$ cat src/rtl/rect_scan_ctrl.sv
// rect_scan_ctrl: per-pixel rectangle scan sequencer; the last covering rectangle's colour wins.
module rect_scan_ctrl #(
  parameter int COORD_WIDTH = 16,
  parameter int COLOR_WIDTH = 16,
  parameter int RECT_COUNT  = 64,
  parameter int ADDR_WIDTH  = $clog2(RECT_COUNT)
) (
  input  logic                          clk,
  input  logic                          rst_n,
  input  logic                          px_valid_i,
  output logic                          px_ready_o,
  input  logic signed [COORD_WIDTH-1:0] px_x_i,
  input  logic signed [COORD_WIDTH-1:0] px_y_i,
  input  logic        [COLOR_WIDTH-1:0] bg_color_i,
  input  logic        [ADDR_WIDTH:0]    num_rects_i,
  output logic                          rect_rd_en_o,
  output logic        [ADDR_WIDTH-1:0]  rect_addr_o,
  input  logic signed [COORD_WIDTH-1:0] rect_left_i,
  input  logic signed [COORD_WIDTH-1:0] rect_top_i,
  input  logic signed [COORD_WIDTH-1:0] rect_right_i,
  input  logic signed [COORD_WIDTH-1:0] rect_bottom_i,
  input  logic        [COLOR_WIDTH-1:0] rect_color_i,
  output logic                          out_valid_o,
  input  logic                          out_ready_i,
  output logic        [COLOR_WIDTH-1:0] out_color_o,
  output logic                          out_hit_o
);
  localparam logic [1:0] IDLE  = 2'd0;
  localparam logic [1:0] SCAN  = 2'd1;
  localparam logic [1:0] DRAIN = 2'd2;
  localparam logic [1:0] DONE  = 2'd3;
  localparam logic [ADDR_WIDTH:0] MAX_N = (ADDR_WIDTH+1)'(RECT_COUNT);
  logic [1:0] state_q, state_d;
  logic [ADDR_WIDTH-1:0] cnt_q, cnt_d;
  logic [ADDR_WIDTH:0] n_q, n_d, n_in;
  logic signed [COORD_WIDTH-1:0] x_q, x_d, y_q, y_d;
  logic [COLOR_WIDTH-1:0] color_q, color_d;
  logic hit_q, hit_d, rdy_q, dv_q;
  logic acc, last, hit_now;
  assign acc  = px_valid_i && rdy_q;
  assign n_in = num_rects_i > MAX_N ? MAX_N : num_rects_i;
  assign last = {1'b0, cnt_q} == n_q - 1'b1;
  // dv_q marks read data returning one cycle after its strobe
  assign hit_now = dv_q && rect_left_i <= x_q && x_q < rect_right_i
                        && rect_top_i <= y_q && y_q < rect_bottom_i;
  always_comb begin
    state_d = state_q;
    cnt_d   = cnt_q;
    n_d     = n_q;
    x_d     = x_q;
    y_d     = y_q;
    color_d = hit_now ? rect_color_i : color_q;
    hit_d   = hit_q | hit_now;
    case (state_q)
      IDLE: if (acc) begin
        x_d     = px_x_i;
        y_d     = px_y_i;
        n_d     = n_in;
        cnt_d   = '0;
        color_d = bg_color_i;
        hit_d   = 1'b0;
        state_d = n_in == '0 ? DONE : SCAN;
      end
      SCAN: begin
        cnt_d   = last ? cnt_q : cnt_q + 1'b1;
        state_d = last ? DRAIN : SCAN;
      end
      DRAIN:   state_d = DONE;
      DONE:    state_d = out_ready_i ? IDLE : DONE;
      default: state_d = IDLE;
    endcase
  end
  always_ff @(posedge clk or negedge rst_n) begin
    if (!rst_n) begin
      state_q <= IDLE;
      cnt_q   <= '0;
      n_q     <= '0;
      x_q     <= '0;
      y_q     <= '0;
      color_q <= '0;
      hit_q   <= 1'b0;
      rdy_q   <= 1'b0;
      dv_q    <= 1'b0;
    end else begin
      state_q <= state_d;
      cnt_q   <= cnt_d;
      n_q     <= n_d;
      x_q     <= x_d;
      y_q     <= y_d;
      color_q <= color_d;
      hit_q   <= hit_d;
      rdy_q   <= state_d == IDLE;
      dv_q    <= state_q == SCAN;
    end
  end
  assign px_ready_o   = rdy_q;
  assign rect_rd_en_o = state_q == SCAN;
  assign rect_addr_o  = cnt_q;
  assign out_valid_o  = state_q == DONE;
  assign out_color_o  = color_q;
  assign out_hit_o    = hit_q;
endmodule

$ cat config.mk
export PLATFORM = sky130hd
export DESIGN_NAME = rect_scan_ctrl
export DESIGN_NICKNAME = d
export VERILOG_FILES = /design/src/rtl/rect_scan_ctrl.sv
export SDC_FILE = /design/constraint.sdc
export NUM_CORES = 1
export LEC_CHECK = 0
export ABC_AREA = 0
export BUFFER_PORTS_ARGS = -buffer_cell sky130_fd_sc_hd__buf_2
export CAP_MARGIN = 5
export CORE_MARGIN = 2
export CORE_UTILIZATION = 55
export CTS_CLUSTER_DIAMETER = 120
export CTS_CLUSTER_SIZE = 30
export DETAILED_ROUTE_END_ITERATION = 10
export PLACE_DENSITY = 0.87
export RECOVER_POWER = 50
export SYNTH_ARGS = -nofsm -noshare
export SYNTH_HDL_FRONTEND = slang
export SYNTH_SLANG_ARGS = --single-unit
$ cat constraint.sdc
create_clock -name clk -period 4.41 [get_ports clk]
set_input_delay 0.6615 -clock clk [delete_from_list [all_inputs] [get_ports clk]]
set_output_delay 0.6615 -clock clk [all_outputs]
set_load 0.05 [all_outputs]
==> results.md, run 1 <==
* Status: complete, but fails checks
* Failing checks: max-capacitance violations, max-slew violations
* Post-Synth Adder-Cell Area at roughly 17%
* VDD IR max at roughly 0.45 mV
* Clock skew at 0.0100 ns
* IO buf count at 164
* Hold Buf Count CTS at 0
* Core Rows at 33
* Seq/Total Area, Yosys at a little over a third
* # IOs at between 150 and 200
* Initial antenna violation count at 0
* Synth warn at 0
* Tcrit/Tclk final at a little over three fifths
* Clock-pin slew on the worst setup and hold paths at about 0.080 ns
* Syn nets at around 740
* Reg-to-reg slack, setup at approximately 1.6 ns
* Core Area at about 8300 µm²
* Total Wirelength at roughly 12,000 µm
* Simple logic cell fraction of the synthesized area at ~16%
* Die X at approximately 97 µm
* Top cell type's share of synthesized area at around a third
* First-pass GRT wire length at between 20,000 and 25,000 µm
* Fmax at roughly 360 MHz
* Worst min path class: flop to flop
* Die span in y at 96.7 µm
* Max stage delay on crit path at about 0.48 ns
* Initial core utilization at 57.2%
* Setup Buffers After CTS at 0
* Starting DRT DRC Count at roughly 120
* Post-synthesis mux area share at less than 1%
* Critical Path RT at between 4 and 5 ns
* Synth unique cells at 66
* PostCTS Resize Cnt at 0
* Largest net degree at the start of global routing at 87
* Slew Viols, Final at 38
* Crit Path Max Fanout at 17
* Crit-path leading delay family: compound AO/OA/AOI/OAI gates
* Final Hold Vio Count at 0
* Ant. Diodes at 0
* Crit end category: flop
* Grt total ovfl at 0
* Most used DFF post-synth: dfrtp_1
* Die area at between 9000 and 10,000 µm²
* Worst Tran Pin Value at roughly 2 ns
* Drt drc at 0
* Synth top area cells: dfrtp_1 (35%), ha_1 (17%), o21ai_0 (6.1%)
* Pwr Density at between 600 and 700 nW/µm²
* Synth area leader: dfrtp_1
* Hpwl dp at roughly 9800 µm
* EDFF count, synth at 0
* CTS buffer count at 9
* Post-placement cell count at slightly below 800
* Vias in the first global route at 4,827
* Crit path buf inv count at 2
* Synthesized instance count at 533
* Worst-Skew Late Latency at between 0.3 and 0.4 ns
* CTS tree: done
* Layout cells sized above 1 at a little over a quarter
* Seq cells post-synth at 66
* Vias at 4,509
* GRT Util Overall at approximately 27%
* Layout Cells excl Fill at between 800 and 900
* Commonest non-fill, non-tap cell in the layout: buf_2
* Synth Area in XOR/XNOR at about 1.5%
* Ys async rst share at 100%
* Final net count at approximately 900
* Area of the multi-input gates at about 2700 µm²
* MaxCap Viol Count at 1
* Total power at between 3 and 4 mW
* Relative slew slack at -34.2%
* Most used cell, CP: o21ai_0
* Final Setup Violations at 0
* Avg WL per Cell at ~15 µm
* Htree depth at 3
* CP max stage cell: o2111ai_2
* DRT Pass-1 Iters at 5
* Mean Syn Cell Area at 8.86 µm²
* RSZ-0062 raised after global routing: false
* Setup TNS at 0 ns
* Most frequent cells in the layout: buf_2 (152), inv_1 (72), dfrtp_1 (66)
* Cell Area, Synth at between 4000 and 5000 µm²
* TritonCTS Sinks at between 60 and 70
* Setup CP Type: input pin to flop
* Cell at the root of the clock tree: clkbuf_8
* Reg area at 1650 µm²
* Max Root-Sink Buffers at 2
* DRT antenna net count at 0
* Fillers at between 600 and 700
* Final min period at 2.78 ns
* Critical path launch point type: input pin
* Complex-gate fraction of the synthesized area at between 20 and 25%
* Largest family of logic cells by synthesized area: compound AO/OA/AOI/OAI gates
* Global placement routability congestion at between 0.9 and 1
* Layout area overhead at 22.9%
* Worst-path cell chain: buf_2 > inv_1 > ha_1 > o21ai_0 > o21ai_1 > a221o_1 > o41ai_4 > o2111ai_2 > o21ai_0 > a31oi_1
* DR vias/cell at around 5.6
* WP data arrival at just under 3 ns
* Leakage at ~3 nW
cells in the mapped netlist (4+ instances only):
| master | number |
|---|---|
| a21o_1 | 8 |
| a21oi_1 | 22 |
| a31oi_1 | 17 |
| and4_1 | 5 |
| clkbuf_1 | 9 |
| dfrtp_1 | 66 |
| ha_1 | 64 |
| inv_1 | 72 |
| nand2_1 | 60 |
| nand3_1 | 6 |
| nand3_2 | 6 |
| nand3b_1 | 6 |
| nand4_1 | 8 |
| nor2_1 | 31 |
| nor4_1 | 4 |
| o211ai_1 | 7 |
| o21ai_0 | 58 |
| o21ai_1 | 7 |
| or3_1 | 4 |
| xnor2_1 | 4 |
| xor2_1 | 4 |
layout make-up:
| type | instances | share of cell area, % |
|---|---|---|
| tap | 105 | 2.26 |
| clock buffer | 9 | 2.13 |
| timing repair buffer | 166 | 14.1 |
| multi-input combinational | 378 | 46.7 |
| sequential | 66 | 28.5 |
| clock inverter | 7 | 1.62 |
| inverter | 72 | 4.66 |
final timing paths:
path                                  start             end  cells after the start
max                        rect_bottom_i[1]  out_color_o[3]                     10
min                               out_hit_o       out_hit_o                      1
max reg2reg                         y_q[15]  out_color_o[0]                      9
min reg2reg                       out_hit_o       out_hit_o                      1
max in group asynchronous             rst_n         x_q[11]                      2
min in group asynchronous             rst_n  out_color_o[7]                      1
worst register-to-register path, stage by stage, from the launching register on:
cell and delay, ns:
dfrtp_1 0.38, inv_1 0.07, ha_1 0.37, nand4_1 0.17, nor4_1 0.28, o21ai_1 0.15
o211a_1 0.18, o211ai_2 0.69, a31oi_1 0.22, a21oi_1 0.20
routing by layer:
metal | part of all wire (%) | track usage [%] | vias up | wire (µm)
li1 | - | - | 2202 | -
met1 | 41 | 33.5 | 2080 | 5110
met2 | 49 | 47.1 | 188 | 6090
met3 | 6.6 | 4.62 | 39 | 820
met4 | 3.3 | 12.8 | 0 | 405
met5 | 0 | 0 | - | 0
sequential cells by signal, indices dropped and copies added (netlist names):
register	flops
state_q	2
y_q	16
rect_addr_o	6
out_color_o	16
out_hit_o	1
px_ready_o	1
n_q	7
x_q	16
dv_q	1
per-stage QoR:
stage | setup WS (ns) | util [%] | instance area (µm²) | hold WS (ns)
after floorplan | 1.84 | - | 4720 | 0.366
after global placement | 1.39 | 67.8 | 5600 | 0.469
after detailed placement | 1.23 | 67.8 | 5600 | 0.480
after CTS | 1.62 | 70.5 | 5820 | 0.439
after global routing | 1.43 | 70.3 | 5800 | 0.524
final | 1.63 | 70.3 | 5800 | 0.502
where the power goes:
| part | internal (mW) | leakage, nW | switching, mW |
|---|---|---|---|
| Sequential | 0.896 | 0.764 | 0.246 |
| Combinational | 0.716 | 2.16 | 1.36 |
| Clock | 0.317 | 0.105 | 0.248 |
| Total | 1.93 | 3.03 | 1.85 |
cells by family after synthesis:
kind of cell    count (synthesis)
fa+ha+maj                      64
flops                          66
simple gates                  149
mux                             3
buf+inv                        89
xor+xnor                        8
compound gates                154
(Power assumes the default switching activity.)
==> run 2, diff against run 1 <==
- CORE_UTILIZATION: 55 -> 51
- PLACE_DENSITY: 0.87 -> 0.81
- clock period: 4.41 -> 2.85 ns (I/O delays scaled with it)
==> run 2 against run 1 <==
Effect of this change: the run still ends with max-capacitance violations, max-slew violations left; non-clock buffer count up 5; cell area is 0.99% higher; core utilization shrank 5.9 points; combinational power increased by 60%; clock skew is 0.0036 ns higher; flip-flop and latch count stayed put; wire length increased by 0.14%; clock power up 42%; via count is 0.62% higher; total power increased by 55%; first-iteration DRC count is 44% higher; largest power group unchanged.
==> results.md, run 2 (same netlist as run 1, synthesis figures left out) <==
* Layout area overhead at 24.1%
* Final net count at 901 (+0.56%)
* Clock share of power at 13.7% (-1.3 points)
* Total Wirelength at 12,400 µm (+0.14%)
* Die span in y at 100 µm (+3.7%)
* Setup CP Type: flop to flop
* Commonest non-fill, non-tap cell in the layout: buf_2
* # IOs at 165 (unchanged)
* Drt drc at 0 (unchanged)
* Final Hold Vio Count at 0 (unchanged)
* Worst-path cell chain: ha_1 > a21oi_1 > o21ai_0 > a221o_1 > o41ai_4 > o2111a_2 > a31oi_1 > a21oi_1
* Gate power share at 56.3% (+1.4 points)
* Critical path launch point type: flop
* Sequential share of power at 30.0% (-0.2 points)
* Most frequent cells in the layout: buf_2 (152), inv_1 (72), dfrtp_1 (66)
* CTS buffer count at 9 (unchanged)
* Max stage delay on crit path at 0.52 ns (+0.04 ns)
* Placed Instance Area at 5640 µm² (+0.67%)
* Failing checks: max-capacitance violations, max-slew violations
* Initial core utilization at 51.9% (-5.3 points)
* Sw Ratio at 49.1% (+0.089 points)
* Clock-pin slew on the worst setup and hold paths at 0.08 ns (about the same)
* Sw Pwr at 2.88 mW (+55%)
* Setup TNS at 0 ns (unchanged)
* Crit end category: flop
* TritonCTS Sinks at 66 (unchanged)
* Hold Buf Count CTS at 0 (unchanged)
* Initial antenna violation count at 1 (+1)
* Largest net degree at the start of global routing at 49 (-44%)
* Layout cells sized above 1 at 28.0% (+0.66 points)
* Critical Path RT at 3.09 ns (-1.48 ns)
* Reg area at 1650 µm² (unchanged)
* Tcrit/Tclk final at approximately 90%
* Relative slew slack at -32.6% (+1.6 points)
* First-pass GRT wire length at 20,700 µm (-3.5%)
* Avg WL per Cell at 15.3 µm (-1.3%)
* WP data arrival at 2.80 ns (-0.15 ns)
* Grt total ovfl at 0 (unchanged)
* Final min period at roughly 2.6 ns
* Starting DRT DRC Count at 174 (+44%)
* Vias in the first global route at 4,709 (-2.4%)
* DR vias/cell at 5.57 (-0.86%)
* Total power at 5.87 mW (+55%)
* Die X at 100 µm (+3.7%)
* Clock skew at 0.0136 ns (+0.00357 ns)
* Die area at 10,100 µm² (+7.5%)
* Htree depth at 3 (unchanged)
* Final Cell Area at 5860 µm² (+0.99%)
* Final Setup Violations at 0 (unchanged)
* Core Rows at 35 (+6.1%)
* GRT Util Overall at 25.4% (-2.0 points)
* MaxCap Viol Count at 1 (unchanged)
* RSZ-0062 raised after global routing: false
* Pwr Density at 1000 nW/µm² (+54%)
* Core Area at 9110 µm² (+10%)
* Worst-Skew Late Latency at 0.33 ns (about the same)
* Crit Path Max Fanout at 16 (-1)
* Area of the multi-input gates at 2730 µm² (+0.60%)
* CP max stage cell: o2111a_2
* Most used cell, CP: a21oi_1
* DRT Pass-1 Iters at 4 (-1)
* Global placement routability congestion at 0.868 (-12%)
* VDD IR max at 0.656 mV (+46%)
* Leakage at 3.04 nW (+0.52%)
* Cell at the root of the clock tree: clkbuf_8
* Worst Tran Pin Value at 1.99 ns (-0.0242 ns)
* Int Pwr at 2.99 mW (+55%)
* Slew Viols, Final at 34 (-11%)
* Fillers at 784 (+15%)
* CTS tree: done
* Hpwl dp at 9920 µm (+1.2%)
* Max Root-Sink Buffers at 2 (unchanged)
* IO buf count at 164 (unchanged)
* Worst min path class: input pin to flop
* Vias at 4,537 (+0.62%)
* Fmax at 391 MHz
* DRT antenna net count at 0 (unchanged)
* Status: complete, but fails checks
==> run 2: changes by cell type in the layout (fill, tap and decap cells not counted), sizes merged <==
cell	change
buf	+3
bufinv	-1
clkbuf	+3
clkinv	-1
clkinvlp	+1
diode	+1
==> run 2: cell type report <==
cell class | count | area share (%)
Timing Repair Buffer | 171 | 14.8
Tap cell | 111 | 2.37
Antenna cell | 1 | 0.0427
Clock inverter | 6 | 1.13
Multi-Input combinational cell | 378 | 46.6
Sequential cell | 66 | 28.2
Inverter | 72 | 4.61
Clock buffer | 10 | 2.35
==> run 2: layer usage <==
layer / vias to the layer above / routed length, µm / global-route usage, %
li1: 2219 / - / -
met1: 2132 / 5410 / 31.5
met2: 159 / 6020 / 44.1
met3: 27 / 738 / 4.32
met4: 0 / 282 / 10.1
met5: - / 0 / 0
==> run 2: metrics by stage <==
| step | std cells | utilization (%) | hold WS (ns) | worst slack (ns) |
|---|---|---|---|---|
| 2_1_floorplan | 533 | - | 0.132 | 0.512 |
| 3_3_place_gp | 797 | 61.9 | 0.472 | 0.135 |
| 3_5_place_dp | 797 | 61.9 | 0.486 | 0.0213 |
| 4_1_cts | 813 | 64.1 | 0.198 | 0.143 |
| 5_1_grt | 814 | 64.3 | 0.293 | 0.0819 |
| 6_report | 815 | 64.4 | 0.295 | 0.289 |
==> run 2: power groups by stage <==
| stage | clock network, mW | registers (mW) | logic [mW] |
|---|---|---|---|
| 2_1_floorplan | 0 | 2.25 | 1.92 |
| 3_3_place_gp | 0 | 1.74 | 3.09 |
| 3_5_place_dp | 0 | 1.76 | 3.24 |
| 4_1_cts | 0.815 | 1.75 | 3.25 |
| 5_1_grt | 0.859 | 1.83 | 3.68 |
| 6_report | 0.802 | 1.76 | 3.31 |
==> run 2: final timing paths <==
check	end	slack, ns	from	cells past startpoint
worst max register to register	out_color_o[12]	0.29	y_q[5]	8
max in group asynchronous	y_q[13]	0.80	rst_n	2
min in group asynchronous	rect_addr_o[1]	0.66	rst_n	1
worst max-delay path	out_color_o[12]	0.29	y_q[5]	8
worst min register to register	out_hit_o	0.50	out_hit_o	1
worst min-delay path	x_q[9]	0.29	px_x_i[9]	3
==> run 2: worst max-delay path, delay by kind of cell (launching register included) <==
kind,cells,cell delay (ns)
fa+ha+maj,1,0.30
compound gates,7,1.78
flops,1,0.38
==> run 2: timing repair <==
item                                    in CTS  in global routing
buffers inserted                             0                  1
endpoints found under the setup margin       0                 17
resized for setup                            0                  3
==> run 3, diff against run 2 <==
- REMOVE_ABC_BUFFERS: unset -> 1
==> run 3 against run 2 <==
Effect of this change: the flow still finishes with violations (max-capacitance violations, max-slew violations); cell area increased by 0.34%; hold slack got worse by 0.0074 ns; fmax decreased by 4.8%; first-iteration DRC count decreased by 7.5%; clock skew decreased by 0.0017 ns; die area unchanged; cell count decreased by 0.37%; combinational power decreased by 2%; sequential share of layout area decreased by 0.096 points; critical endpoint is now out_color_o[15]; largest cell class unchanged; largest power group unchanged.
==> results.md, run 3 (same netlist as run 1, synthesis figures left out) <==
* Status: complete, but fails checks
* Failing checks: max-capacitance violations, max-slew violations
* # IOs at 165 (unchanged)
* Hold Path End: y_q[0]
* Commonest non-fill, non-tap cell in the layout: buf_2
* Sequential share of power at 29.4% (-0.6 points)
* Setup Buffers After CTS at 0 (unchanged)
* Initial core utilization at 51.9% (unchanged)
* Clock-pin slew on the worst setup and hold paths at 0.08 ns (about the same)
* Slew Viols, Final at 35 (+2.9%)
* FF-to-FF Start: y_q[15]
* Cell at the root of the clock tree: clkbuf_8
* Critical Path RT at 3.11 ns (+0.02 ns)
* Final Cell Area at 5880 µm² (+0.34%)
* Placed Instance Area at 5640 µm² (about the same)
* Total power at 5.99 mW (+2.1%)
* Sw Ratio at 48.0% (-1.1 points)
* Relative slew slack at -23.4% (+9.2 points)
* Layout cells sized above 1 at 28.1% (+0.080 points)
* DR top layer: met4
* Int Pwr at 3.12 mW (+4.3%)
* Gate power share at 54.0% (-2.3 points)
* Initial antenna violation count at 0 (-1)
* Worst r2r dst: out_color_o[15]
* CTS tree: done
* Reg-to-reg slack, setup at 0.16 ns (-0.13 ns)
* Hold path startpoint: px_y_i[0]
* Drt drc at 0 (unchanged)
* IO buf count at 164 (unchanged)
* Htree depth at 3 (unchanged)
* Hold Crit Depth at 3 (unchanged)
* TritonCTS Sinks at 66 (unchanged)
* Die X at 100 µm (unchanged)
* Vias at 4,525 (-0.26%)
* Crit Path Max Fanout at 16 (unchanged)
* DRT Pass-1 Iters at 4 (unchanged)
* Tcrit/Tclk final at 94.4% (+4.5 points)
* Starting DRT DRC Count at 161 (-7.5%)
* Critical path launch point type: flop
* Fmax at 372 MHz (-4.8%)
* Grt total ovfl at 0 (unchanged)
* Pwr Density at 1020 nW/µm² (+1.7%)
* GRT Util Overall at 24.6% (-0.81 points)
* Worst-Skew Late Latency at 0.33 ns (about the same)
* Reg area at 1650 µm² (unchanged)
* Met2 wire length at 6030 µm (+0.30%)
* Most frequent cells in the layout: buf_2 (153), inv_1 (72), dfrtp_1 (66)
* Layout area overhead at 24.5%
* MaxCap Viol Count at 1 (unchanged)
* Area of the multi-input gates at 2730 µm² (about the same)
* Vias in the first global route at 4,431 (-5.9%)
* VDD IR max at 0.699 mV (+6.6%)
* First-pass GRT wire length at 20,000 µm (-3.7%)
* Hpwl dp at 9580 µm (-3.4%)
* DR vias/cell at 5.57 (+0.10%)
* Global placement routability congestion at 0.923 (+6.3%)
* Final Hold Vio Count at 0 (unchanged)
* Clock share of power at 16.6% (+2.9 points)
* Sw Pwr at 2.87 mW (-0.23%)
* Worst Tran Pin Value at 1.85 ns (-0.139 ns)
* Final net count at 899 (-0.22%)
* Worst min path class: input pin to flop
* Crit end category: flop
* Max Root-Sink Buffers at 2 (unchanged)
* DRT antenna net count at 0 (unchanged)
* Total Wirelength at 12,200 µm (-1.7%)
* Die span in y at 100 µm (unchanged)
* Core Rows at 35 (unchanged)
* Met3 wire len at 670 µm (-9.2%)
* WP data arrival at 2.95 ns (+0.15 ns)
* Metal1 wirelength at 5280 µm (-2.4%)
* Fillers at 793 (+1.1%)
* Worst R2R Path Depth at 9 (+1)
* Avg WL per Cell at 15.1 µm (-1.3%)
* Setup CP Type: flop to flop
* Ant. Diodes at 0 (-1)
* Leakage at 3.06 nW (+0.52%)
* Clock skew at 0.0119 ns (-0.00174 ns)
* Final Setup Violations at 0 (unchanged)
* Core Area at 9110 µm² (unchanged)
* Largest net degree at the start of global routing at 53 (+8.2%)
* CTS buffer count at 9 (unchanged)
* Final min period at 2.69 ns (+0.129 ns)
* Die area at 10,100 µm² (unchanged)
## run 3: worst max-delay path by stage
stage | to | from | cells after the start
2_1_floorplan | state_q[1] | px_ready_o | 4
3_3_place_gp | out_color_o[13] | rect_top_i[11] | 9
3_5_place_dp | out_color_o[15] | rect_top_i[15] | 9
4_1_cts | out_color_o[15] | y_q[5] | 9
5_1_grt | out_color_o[5] | y_q[15] | 9
6_report | out_color_o[15] | y_q[15] | 9
## run 3: metrics by stage
| step | TNS [ns] | std cells | setup slack [ns] | util (%) | hold slack, ns |
|---|---|---|---|---|---|
| 2_1_floorplan | -115.23 | 516 | -2.28 | - | 0.132 |
| 3_5_place_dp | -0.0828 | 796 | -0.0317 | 62.0 | 0.487 |
| 4_1_cts | 0 | 812 | 0.0735 | 64.7 | 0.189 |
| 3_3_place_gp | 0 | 796 | 0.148 | 62.0 | 0.483 |
| 6_report | 0 | 812 | 0.161 | 64.6 | 0.287 |
| 5_1_grt | -0.0793 | 812 | -0.0263 | 64.6 | 0.283 |
## run 3: area by class of cell
| class | instances | area share (%) |
|---|---|---|
| Inverter | 72 | 4.59 |
| Clock buffer | 10 | 2.34 |
| Timing Repair Buffer | 169 | 14.3 |
| Tap cell | 111 | 2.36 |
| Sequential cell | 66 | 28.1 |
| Clock inverter | 6 | 1.94 |
| Multi-Input combinational cell | 378 | 46.4 |
## run 3: power by group through the flow
stage	logic (mW)	registers, mW	clock network (mW)
2_1_floorplan	1.84	2.27	0
3_3_place_gp	3.08	1.74	0
3_5_place_dp	3.20	1.77	0
4_1_cts	3.23	1.75	1.02
5_1_grt	3.59	1.82	1.05
6_report	3.23	1.76	0.997
## run 3: metal layers
metal / GRT usage, % / up-vias
met4: 8.75 / 0
met1: 30.8 / 2132
li1: - / 2214
met5: 0 / -
met3: 4.39 / 25
met2: 42.7 / 154
## run 3: repair_timing
item / in CTS / in global routing
hold buffers: 0 / 0
gates resized for setup: 0 / 3
setup endpoints to repair: 0 / 17
## run 3: worst max-delay path, cell delays in order (launching register included)
cell,delay [ns]
dfrtp_1,0.36
inv_1,0.07
ha_1,0.38
nand4_1,0.20
nor4_1,0.34
o21ai_1,0.19
o211a_1,0.21
o211ai_4,0.50
a31oi_1,0.17
a21oi_1,0.19
